===== src/rtl/execute_unit_md.sv =====
// -----------------------------------------------------------------------------
// execute_unit_md
//
// Registered RISC-V execute stage with RV32M multiply/divide. The output
// registers form the EX/MEM boundary.
//   - ALU / branch / jump ops: accepted and completed in one cycle, so the unit
//     can take one op per cycle.
//   - MUL/MULH/MULHSU/MULHU: result ready MUL_LAT cycles after accept.
//   - DIV/DIVU/REM/REMU: restoring divider, one quotient bit per cycle, result
//     ready DATA_WIDTH+2 cycles after accept.
//
// Optional feature macro: EXEC_DIV_EARLY_OUT_EN
//   When defined, divide-by-zero and signed overflow (MIN / -1) skip the
//   iterative divider and complete with ALU latency. The result values are
//   the same either way.
//
// Ports:
//   clk, rst_n             clock (rising edge), asynchronous active-low reset
//   in_valid / in_ready    op handshake from decode (accept = both high)
//   busy                   multi-cycle op in flight (= !in_ready)
//   flush                  kill in-flight op and any op offered this cycle
//   pc, PcOp               PC of op; target base select (0: pc, 1: rd1/JALR)
//   ALUctrl, ALUSrc        ALU operation, second-operand select
//   MdOp, MdFunct          RV32M op flag and funct3
//   ImmExt, rd1, rd2       immediate and register operands
//   Branch, Jump, branch_neg  branch/jump control
//   out_valid              one-cycle pulse: result registers updated
//   ALUResult, PCTarget, PCSrc  registered results
// -----------------------------------------------------------------------------
module execute_unit_md #(
    parameter int DATA_WIDTH = 32,
    parameter int MUL_LAT    = 2
) (
    input  logic                  clk,
    input  logic                  rst_n,
    input  logic                  in_valid,
    output logic                  in_ready,
    input  logic                  flush,
    input  logic [DATA_WIDTH-1:0] pc,
    input  logic                  PcOp,
    input  logic [2:0]            ALUctrl,
    input  logic                  ALUSrc,
    input  logic                  MdOp,
    input  logic [2:0]            MdFunct,
    input  logic [DATA_WIDTH-1:0] ImmExt,
    input  logic [DATA_WIDTH-1:0] rd1,
    input  logic [DATA_WIDTH-1:0] rd2,
    input  logic                  Branch,
    input  logic                  Jump,
    input  logic                  branch_neg,
    output logic                  out_valid,
    output logic [DATA_WIDTH-1:0] ALUResult,
    output logic [DATA_WIDTH-1:0] PCTarget,
    output logic                  PCSrc,
    output logic                  busy
);

    localparam int W       = DATA_WIDTH;
    localparam int SHW     = $clog2(W);
    localparam int CNT_MAX = (W > MUL_LAT) ? W : MUL_LAT;
    localparam int CNT_W   = $clog2(CNT_MAX + 1);

    localparam logic [CNT_W-1:0] MUL_LAST = CNT_W'(MUL_LAT - 1);
    localparam logic [CNT_W-1:0] DIV_LAST = CNT_W'(W - 1);
    localparam logic [W-1:0]     MIN_VAL  = {1'b1, {(W-1){1'b0}}};

    typedef enum logic [1:0] {S_IDLE, S_MUL, S_DIV, S_DIV_FIX} state_t;

    // Result for the two divide corner cases (divide by zero, MIN / -1).
    function automatic logic [W-1:0] div_special(input logic is_rem,
                                                 input logic by_zero,
                                                 input logic [W-1:0] dividend);
        if (by_zero) div_special = is_rem ? dividend : {W{1'b1}};
        else         div_special = is_rem ? {W{1'b0}} : MIN_VAL;
    endfunction

    // Control / output state (reset)
    state_t         state_q, state_d;
    logic [CNT_W-1:0] cnt_q, cnt_d;
    logic           out_valid_q, out_valid_d;
    logic [W-1:0]   alu_result_q, alu_result_d;
    logic [W-1:0]   pc_target_q, pc_target_d;
    logic           pc_src_q, pc_src_d;

    // Datapath state (not reset; only read in the states that load it first)
    logic [W-1:0]   mul_res_q, mul_res_d;
    logic [W-1:0]   quo_q, quo_d;
    logic [W:0]     rem_q, rem_d;
    logic [W-1:0]   dvs_q, dvs_d;
    logic [W-1:0]   dvd_q, dvd_d;
    logic           quo_neg_q, quo_neg_d;
    logic           rem_neg_q, rem_neg_d;
    logic           is_rem_q, is_rem_d;
    logic           div_zero_q, div_zero_d;
    logic           div_ovf_q, div_ovf_d;

    // ---------------------------------------------------------------- ALU path
    logic [W-1:0] op2, alu_res, tgt_sum, pc_tgt;
    logic         alu_cond, pc_src_alu;

    always_comb begin
        op2      = ALUSrc ? ImmExt : rd2;
        alu_res  = '0;
        alu_cond = 1'b0;
        case (ALUctrl)
            3'b000: begin
                alu_res  = rd1 + op2;
                alu_cond = (alu_res == '0);
            end
            3'b001: begin
                alu_res  = rd1 - op2;
                alu_cond = (alu_res == '0);
            end
            3'b010: alu_res = rd1 & op2;
            3'b011: alu_res = rd1 | op2;
            3'b100: alu_res = rd1 ^ op2;
            3'b101: begin
                alu_res  = {{(W-1){1'b0}}, ($signed(rd1) < $signed(op2))};
                alu_cond = alu_res[0];
            end
            3'b110: alu_res = rd1 << op2[SHW-1:0];
            3'b111: alu_res = rd1 >> op2[SHW-1:0];
        endcase
        tgt_sum    = (PcOp ? rd1 : pc) + ImmExt;
        // JALR clears bit 0 of the computed target
        pc_tgt     = PcOp ? {tgt_sum[W-1:1], 1'b0} : tgt_sum;
        pc_src_alu = (Branch && (alu_cond ^ branch_neg)) || Jump;
    end

    // ---------------------------------------------------------- multiply path
    // Sign-extend each operand to 2W bits per the funct3 signedness; the low
    // 2W bits of the product of the extended values are then exact.
    logic           mul_a_sgn, mul_b_sgn;
    logic [2*W-1:0] mul_a, mul_b, mul_prod;
    logic [W-1:0]   mul_sel;

    always_comb begin
        mul_a_sgn = (MdFunct == 3'b001) || (MdFunct == 3'b010);
        mul_b_sgn = (MdFunct == 3'b001);
        mul_a     = {{W{mul_a_sgn & rd1[W-1]}}, rd1};
        mul_b     = {{W{mul_b_sgn & rd2[W-1]}}, rd2};
        mul_prod  = mul_a * mul_b;
        mul_sel   = (MdFunct[1:0] == 2'b00) ? mul_prod[W-1:0] : mul_prod[2*W-1:W];
    end

    // ------------------------------------------------------------ divide path
    logic         div_sgn, a_neg, b_neg, div_zero, div_ovf, div_early;
    logic [W-1:0] a_mag, b_mag;
    logic [W:0]   rem_shift, rem_diff;
    logic [W-1:0] q_fix, r_fix, div_fix_res;

    always_comb begin
        div_sgn  = ~MdFunct[0];
        a_neg    = div_sgn & rd1[W-1];
        b_neg    = div_sgn & rd2[W-1];
        a_mag    = a_neg ? -rd1 : rd1;
        b_mag    = b_neg ? -rd2 : rd2;
        div_zero = (rd2 == '0);
        div_ovf  = div_sgn && (rd1 == MIN_VAL) && (rd2 == {W{1'b1}});
`ifdef EXEC_DIV_EARLY_OUT_EN
        div_early = div_zero || div_ovf;
`else
        div_early = 1'b0;
`endif
        // Partial remainder stays below the divisor, so bit W of the
        // trial difference is a valid borrow flag.
        rem_shift = {rem_q[W-1:0], quo_q[W-1]};
        rem_diff  = rem_shift - {1'b0, dvs_q};

        q_fix = quo_neg_q ? -quo_q : quo_q;
        r_fix = rem_neg_q ? -rem_q[W-1:0] : rem_q[W-1:0];
        div_fix_res = (div_zero_q || div_ovf_q) ? div_special(is_rem_q, div_zero_q, dvd_q)
                                                : (is_rem_q ? r_fix : q_fix);
    end

    // -------------------------------------------------------- handshake decode
    logic accept_ok, alu_done, mul_now, div_now, mul_done, fix_done, md_done;

    assign in_ready  = (state_q == S_IDLE);
    assign busy      = ~in_ready;
    assign accept_ok = in_valid && in_ready && !flush;
    assign alu_done  = accept_ok && !MdOp;
    assign mul_now   = accept_ok && MdOp && !MdFunct[2] && (MUL_LAT == 1);
    assign div_now   = accept_ok && MdOp && MdFunct[2] && div_early;
    assign mul_done  = (state_q == S_MUL) && (cnt_q == MUL_LAST) && !flush;
    assign fix_done  = (state_q == S_DIV_FIX) && !flush;
    assign md_done   = mul_now || div_now || mul_done || fix_done;

    // ------------------------------------------------------- next-state logic
    always_comb begin
        state_d = state_q;
        cnt_d   = cnt_q;
        if (flush) begin
            state_d = S_IDLE;
        end else begin
            case (state_q)
                S_IDLE: begin
                    if (accept_ok && MdOp) begin
                        if (!MdFunct[2] && (MUL_LAT > 1)) begin
                            state_d = S_MUL;
                            cnt_d   = CNT_W'(1);
                        end else if (MdFunct[2] && !div_early) begin
                            state_d = S_DIV;
                            cnt_d   = '0;
                        end
                    end
                end
                S_MUL: begin
                    if (cnt_q == MUL_LAST) state_d = S_IDLE;
                    else                   cnt_d   = cnt_q + 1'b1;
                end
                S_DIV: begin
                    if (cnt_q == DIV_LAST) state_d = S_DIV_FIX;
                    else                   cnt_d   = cnt_q + 1'b1;
                end
                S_DIV_FIX: state_d = S_IDLE;
                default:   state_d = S_IDLE;
            endcase
        end
    end

    // ---------------------------------------------------------- output logic
    always_comb begin
        out_valid_d  = alu_done || md_done;
        alu_result_d = alu_result_q;
        pc_target_d  = pc_target_q;
        pc_src_d     = pc_src_q;
        if (alu_done) begin
            alu_result_d = alu_res;
            pc_target_d  = pc_tgt;
            pc_src_d     = pc_src_alu;
        end else if (md_done) begin
            pc_src_d = 1'b0;
            if (mul_now)       alu_result_d = mul_sel;
            else if (div_now)  alu_result_d = div_special(MdFunct[1], div_zero, rd1);
            else if (mul_done) alu_result_d = mul_res_q;
            else               alu_result_d = div_fix_res;
        end
    end

    // ------------------------------------------------------- datapath update
    always_comb begin
        mul_res_d  = mul_res_q;
        quo_d      = quo_q;
        rem_d      = rem_q;
        dvs_d      = dvs_q;
        dvd_d      = dvd_q;
        quo_neg_d  = quo_neg_q;
        rem_neg_d  = rem_neg_q;
        is_rem_d   = is_rem_q;
        div_zero_d = div_zero_q;
        div_ovf_d  = div_ovf_q;
        if (accept_ok && MdOp) begin
            mul_res_d  = mul_sel;
            quo_d      = a_mag;
            rem_d      = '0;
            dvs_d      = b_mag;
            dvd_d      = rd1;
            quo_neg_d  = a_neg ^ b_neg;
            rem_neg_d  = a_neg;
            is_rem_d   = MdFunct[1];
            div_zero_d = div_zero;
            div_ovf_d  = div_ovf;
        end else if (state_q == S_DIV) begin
            if (!rem_diff[W]) begin
                rem_d = rem_diff;
                quo_d = {quo_q[W-2:0], 1'b1};
            end else begin
                rem_d = rem_shift;
                quo_d = {quo_q[W-2:0], 1'b0};
            end
        end
    end

    // --------------------------------------------------------------- registers
    always_ff @(posedge clk or negedge rst_n) begin
        if (!rst_n) begin
            state_q      <= S_IDLE;
            cnt_q        <= '0;
            out_valid_q  <= 1'b0;
            alu_result_q <= '0;
            pc_target_q  <= '0;
            pc_src_q     <= 1'b0;
        end else begin
            state_q      <= state_d;
            cnt_q        <= cnt_d;
            out_valid_q  <= out_valid_d;
            alu_result_q <= alu_result_d;
            pc_target_q  <= pc_target_d;
            pc_src_q     <= pc_src_d;
        end
    end

    always_ff @(posedge clk) begin
        mul_res_q  <= mul_res_d;
        quo_q      <= quo_d;
        rem_q      <= rem_d;
        dvs_q      <= dvs_d;
        dvd_q      <= dvd_d;
        quo_neg_q  <= quo_neg_d;
        rem_neg_q  <= rem_neg_d;
        is_rem_q   <= is_rem_d;
        div_zero_q <= div_zero_d;
        div_ovf_q  <= div_ovf_d;
    end

    assign out_valid = out_valid_q;
    assign ALUResult = alu_result_q;
    assign PCTarget  = pc_target_q;
    assign PCSrc     = pc_src_q;

endmodule


===== config.mk =====
export PLATFORM = sky130hd
export DESIGN_NAME = execute_unit_md
export DESIGN_NICKNAME = d
export VERILOG_FILES = /design/src/rtl/execute_unit_md.sv
export SDC_FILE = /design/constraint.sdc
export NUM_CORES = 2
export LEC_CHECK = 0
export CORE_MARGIN = 1
export CORE_UTILIZATION = 57
export DETAILED_ROUTE_END_ITERATION = 7
export PLACE_DENSITY = 0.82
export SKIP_LAST_GASP = 1
export SYNTH_ARGS = -nofsm -noshare
export SYNTH_HDL_FRONTEND = slang
export SYNTH_SLANG_ARGS = --single-unit

===== constraint.sdc =====
create_clock -name clk -period 5.4 [get_ports clk]
set_input_delay 0.54 -clock clk [delete_from_list [all_inputs] [get_ports clk]]
set_output_delay 0.54 -clock clk [all_outputs]
set_load 0.02 [all_outputs]

==> results <==
- The final clock period utilization by the worst path is 147.2%.
- The post-synthesis net count is 9073.
- The root buffer cell chosen for the clock tree is sky130_fd_sc_hd__clkbuf_16.
- The hold violation total from the final report is 0.
- The maximum fanout count along the critical path is 6.
- The minimum period implied by the final worst setup slack is 7948 ps.
- At the end of routability-driven placement, the weighted congestion stood at 1.091.
- The worst setup path is launched from a primary input.
- The I/O pin total is 212.
- The hold-critical path depth is 2.
- The via count of the first global-routing pass is a little over 60000.
- Summed over all nets, the half-perimeter wirelength after detailed placement is 208.9 mm.
- The critical path start-end classification is in2reg.
- The floorplan step set the die width to 334.2 um.
- The number of antenna violations at the first check in global routing is 17.
- The fraction of the core area covered by cells at the end of the flow is 69.49%.
- The number of max-slew violations in the final report came to 0.
- The count of cell types in the netlist is 96.
- The final wirelength is ~260 mm.
- Using the TritonRoute via totals, the vias-per-cell ratio works out to 6.195.
- TritonCTS created 27 clock buffers.
- The number of design rule violations left after detail routing is 0.
- The number of nets with antenna violations after detailed routing is 0.
- The latest clock arrival within the worst-skew pair is 620 ps.
- For this run, the leading register cell type out of synthesis is sky130_fd_sc_hd__edfxtp_1.
- The highest attainable clock frequency is 125.8 MHz.
- The synthesized design spends more area on one cell type than any other, namely sky130_fd_sc_hd__fa_1.
- Summing every instance area after synthesis gives 62890 um2.
- The average instance in the mapped netlist occupies ~8.5 um2.
- After layout, the worst setup slack is -2548 ps.
- The final setup skew is 14.85 ps.
- Counting along the longest clock path gives a buffer depth of 3.
- The via count is 60050.
- In this run the number of H-tree levels came out at 1.
- The die area is between 100000 and 150000 um2.
- Entering global routing, the biggest net connects 93 pins.
- Dividing the detail-routed wire length by the instance count gives 27.11 um.
- The number of instances in the synthesized netlist is 7415.
- The net count of the finished layout is 9846.
- The run finished, with violations left.
- The share of synthesized area in the top cell type comes to 35.94%.
- The largest incremental delay on the critical path is 600 ps.
- Fill cells in the final layout number 8210.
- The iteration-0 DRC count of the detailed router is 6613.
- The total routing resource utilization after global routing is 46.75%.
- Summing the sequential cell areas from Yosys gives 10.31% of the chip area.
- By area the synthesized netlist is led by sky130_fd_sc_hd__fa_1 36%, sky130_fd_sc_hd__inv_1 7.9%, sky130_fd_sc_hd__ha_1 7.7%.
- Setup repair after global routing could not meet its margin everywhere.
- The initial utilization of the core area, before any placement, comes to 57.61%.
- The required time reported for the critical path endpoint is 5840 ps.
- For the pin with the worst max-slew slack, the measured transition is between 1000 and 1500 ps.
- The fraction of layout cells with a size suffix above 1 is ~18%.
- The detailed-router iteration count before antenna repair is 8.
- The count of max-cap constraint violations is 0.
- The count of flip-flops with a built-in enable after synthesis is 133.
- Among the stages of the critical path, the cell type that occurs most often is sky130_fd_sc_hd__fa_1.
- The area of the core is 109200 um2.
- The count of warnings emitted by yosys is 0.
- The count of buffers from port buffering is 211.
- Summing all flip-flop and latch instances after layout gives 6486 um2.
- The number of endpoints failing setup at the final stage is 32.
- In this run the tightest slew margin relative to its limit is 20.58%.
- After synthesis, the share of flip-flops with an asynchronous set or reset is between 30% and 40%.
- The synthesized flop and latch total is 239.
- The cell count of the worst reg-to-reg path is 16.
- The area taken by multi-input logic gates is 50630 um2.
- The TritonCTS clock tree is built.
- The endpoint kind of the worst setup timing path is a register.
- The type of the tightest min-delay check is in2reg.
- In this run the vertical extent of the chip is 334.2 um.
- The number of clock sinks is 239.
- The floorplan has approximately 120 rows.
- Among all stages on the critical path, the largest delay is contributed by sky130_fd_sc_hd__fa_2.
- The endpoint arrival time on the critical path is 8390 ps.
- From synthesis to final layout, the design area changed by 20.62%.
- Summed over all layers, the global routing overflow is 0.
- After clock tree synthesis, the clock-pin slew on the worst setup and hold paths is 60 ps.
- The first-pass GRT wire length is 386.2 mm.
- The final reports fail on setup timing.
[area by class of cell]
| type | instances | share of cell area (%) |
|---|---|---|
| repair inverters | 1 | 0.02144 |
| multi-input cells | 5366 | 66.75 |
| inverters | 1345 | 6.710 |
| clock buffers | 32 | 0.9418 |
| clock inverters | 17 | 0.2821 |
| flip-flops and latches | 239 | 8.551 |
| well taps | 1476 | 2.435 |
| diodes | 9 | 0.02969 |
| repair buffers | 1208 | 14.28 |
[logic make-up (layout without fill, tap and decap cells)]
family / after synthesis / in the layout / synth area share (%)
XOR/XNOR: 286 / 286 / 3.995
AO/OA/AOI/OAI: 1262 / 1262 / 12.82
buffers and inverters: 1810 / 2603 / 10.90
adder cells (fa/ha/maj): 1514 / 1514 / 43.60
flip-flops: 239 / 239 / 10.31
other: 0 / 9 / 0
AND/OR/NAND/NOR: 2116 / 2116 / 15.09
multiplexers: 188 / 188 / 3.291
[path summary, 6_finish.rpt]
path / startpoint / slack (ps) / to
max: MdFunct[0] / -2550 / mul_res_q[26]
min: MdFunct[1] / 270 / is_rem_q
max reg2reg: quo_q[31] / 830 / rem_q[1]
min reg2reg: PCTarget[23] / 480 / PCTarget[23]
max in group asynchronous: rst_n / 3880 / PCTarget[14]
min in group asynchronous: rst_n / 370 / ALUResult[31]
[state kept, by name, summed over array words and instances, names as in the netlist, 2 cells and up]
signal	flops
ALUResult	32
PCTarget	32
dvd_q	32
dvs_q	32
mul_res_q	32
quo_q	32
rem_q	32
cnt_q	6
state_q	2
[cells in the mapped netlist, types with 34 or more instances]
cell and number:
sky130_fd_sc_hd__o211ai_1 85, sky130_fd_sc_hd__nor2_1 382, sky130_fd_sc_hd__clkbuf_1 351, sky130_fd_sc_hd__nor3_1 84
sky130_fd_sc_hd__inv_1 1329, sky130_fd_sc_hd__a21oi_1 268, sky130_fd_sc_hd__mux2_2 40, sky130_fd_sc_hd__o31ai_1 40
sky130_fd_sc_hd__o21a_1 41, sky130_fd_sc_hd__a31oi_1 67, sky130_fd_sc_hd__dfrtp_1 74, sky130_fd_sc_hd__fa_1 1129
sky130_fd_sc_hd__o21ai_0 359, sky130_fd_sc_hd__a21o_1 92, sky130_fd_sc_hd__edfxtp_1 133, sky130_fd_sc_hd__buf_1 87
sky130_fd_sc_hd__ha_1 385, sky130_fd_sc_hd__nand3_1 77, sky130_fd_sc_hd__mux2i_1 137, sky130_fd_sc_hd__a21boi_0 34
sky130_fd_sc_hd__xor2_1 96, sky130_fd_sc_hd__o22ai_1 34, sky130_fd_sc_hd__and2_1 248, sky130_fd_sc_hd__xnor2_1 189
sky130_fd_sc_hd__nand2_1 1083
[critical path, delay by kind of cell]
family	cells	cell delay [ps]
adders and majority gates	9	4540
AOI/OAI and AO/OA	10	1710
buffers and inverters	12	1080
xor gates and xnor gates	1	270
and+or+nand+nor	3	220
[cell usage in the layout, fill, tap and decap left out, types with 34 or more instances in the layout]
cell type / n
sky130_fd_sc_hd__inv_2: 43
sky130_fd_sc_hd__nor2_1: 371
sky130_fd_sc_hd__mux2i_1: 136
sky130_fd_sc_hd__a21o_1: 92
sky130_fd_sc_hd__inv_1: 1288
sky130_fd_sc_hd__o211ai_1: 85
sky130_fd_sc_hd__dfrtp_1: 74
sky130_fd_sc_hd__a31oi_1: 66
sky130_fd_sc_hd__mux2_2: 40
sky130_fd_sc_hd__buf_4: 879
sky130_fd_sc_hd__o21a_1: 40
sky130_fd_sc_hd__xor2_1: 93
sky130_fd_sc_hd__nor3_1: 79
sky130_fd_sc_hd__ha_1: 362
sky130_fd_sc_hd__edfxtp_1: 133
sky130_fd_sc_hd__o21ai_0: 329
sky130_fd_sc_hd__fa_1: 1096
sky130_fd_sc_hd__buf_6: 50
sky130_fd_sc_hd__buf_12: 78
sky130_fd_sc_hd__xnor2_1: 180
sky130_fd_sc_hd__o22ai_1: 34
sky130_fd_sc_hd__nand3_1: 76
sky130_fd_sc_hd__clkdlybuf4s50_1: 143
sky130_fd_sc_hd__and2_1: 243
sky130_fd_sc_hd__nand2_1: 1066
sky130_fd_sc_hd__a21oi_1: 239
sky130_fd_sc_hd__o31ai_1: 38
[per-stage QoR]
stage	hold slack, ps	setup WS (ps)	cell area, um2	setup TNS (ps)	cells
finish	268.1	-2548	75860	-67770	9693
global route	278.0	-2747	75830	-74180	9684
floorplan	244.4	-2808	63220	-72970	7415
CTS	286.8	-2295	75070	-64660	9654
detailed placement	459.0	-3555	72560	-104410	9546
global placement	451.6	-3366	72560	-100670	9546
[per-layer routing]
layer / vias up / GRT usage [%] / part of all wire [%]
met3: 1383 / 14.14 / 13
li1: 25050 / - / -
met2: 4239 / 70.30 / 43
met1: 29360 / 56.18 / 34
met4: 16 / 36.42 / 10
met5: - / 0 / 0.054
[timing repair]
| item | 4_1_cts | 5_1_grt |
|---|---|---|
| hold endpoints to repair | 21 | 0 |
| setup buffers | 56 | 37 |
| gates cloned | 7 | 2 |
| hold buffers | 1 | 0 |
| setup endpoints to repair | 32 | 33 |
| gates resized for setup | 277 | 132 |
| pin swaps | 186 | 126 |
Power is not shown: default switching activity piles up to over one toggle a cycle in this logic, so the estimate is an artifact.
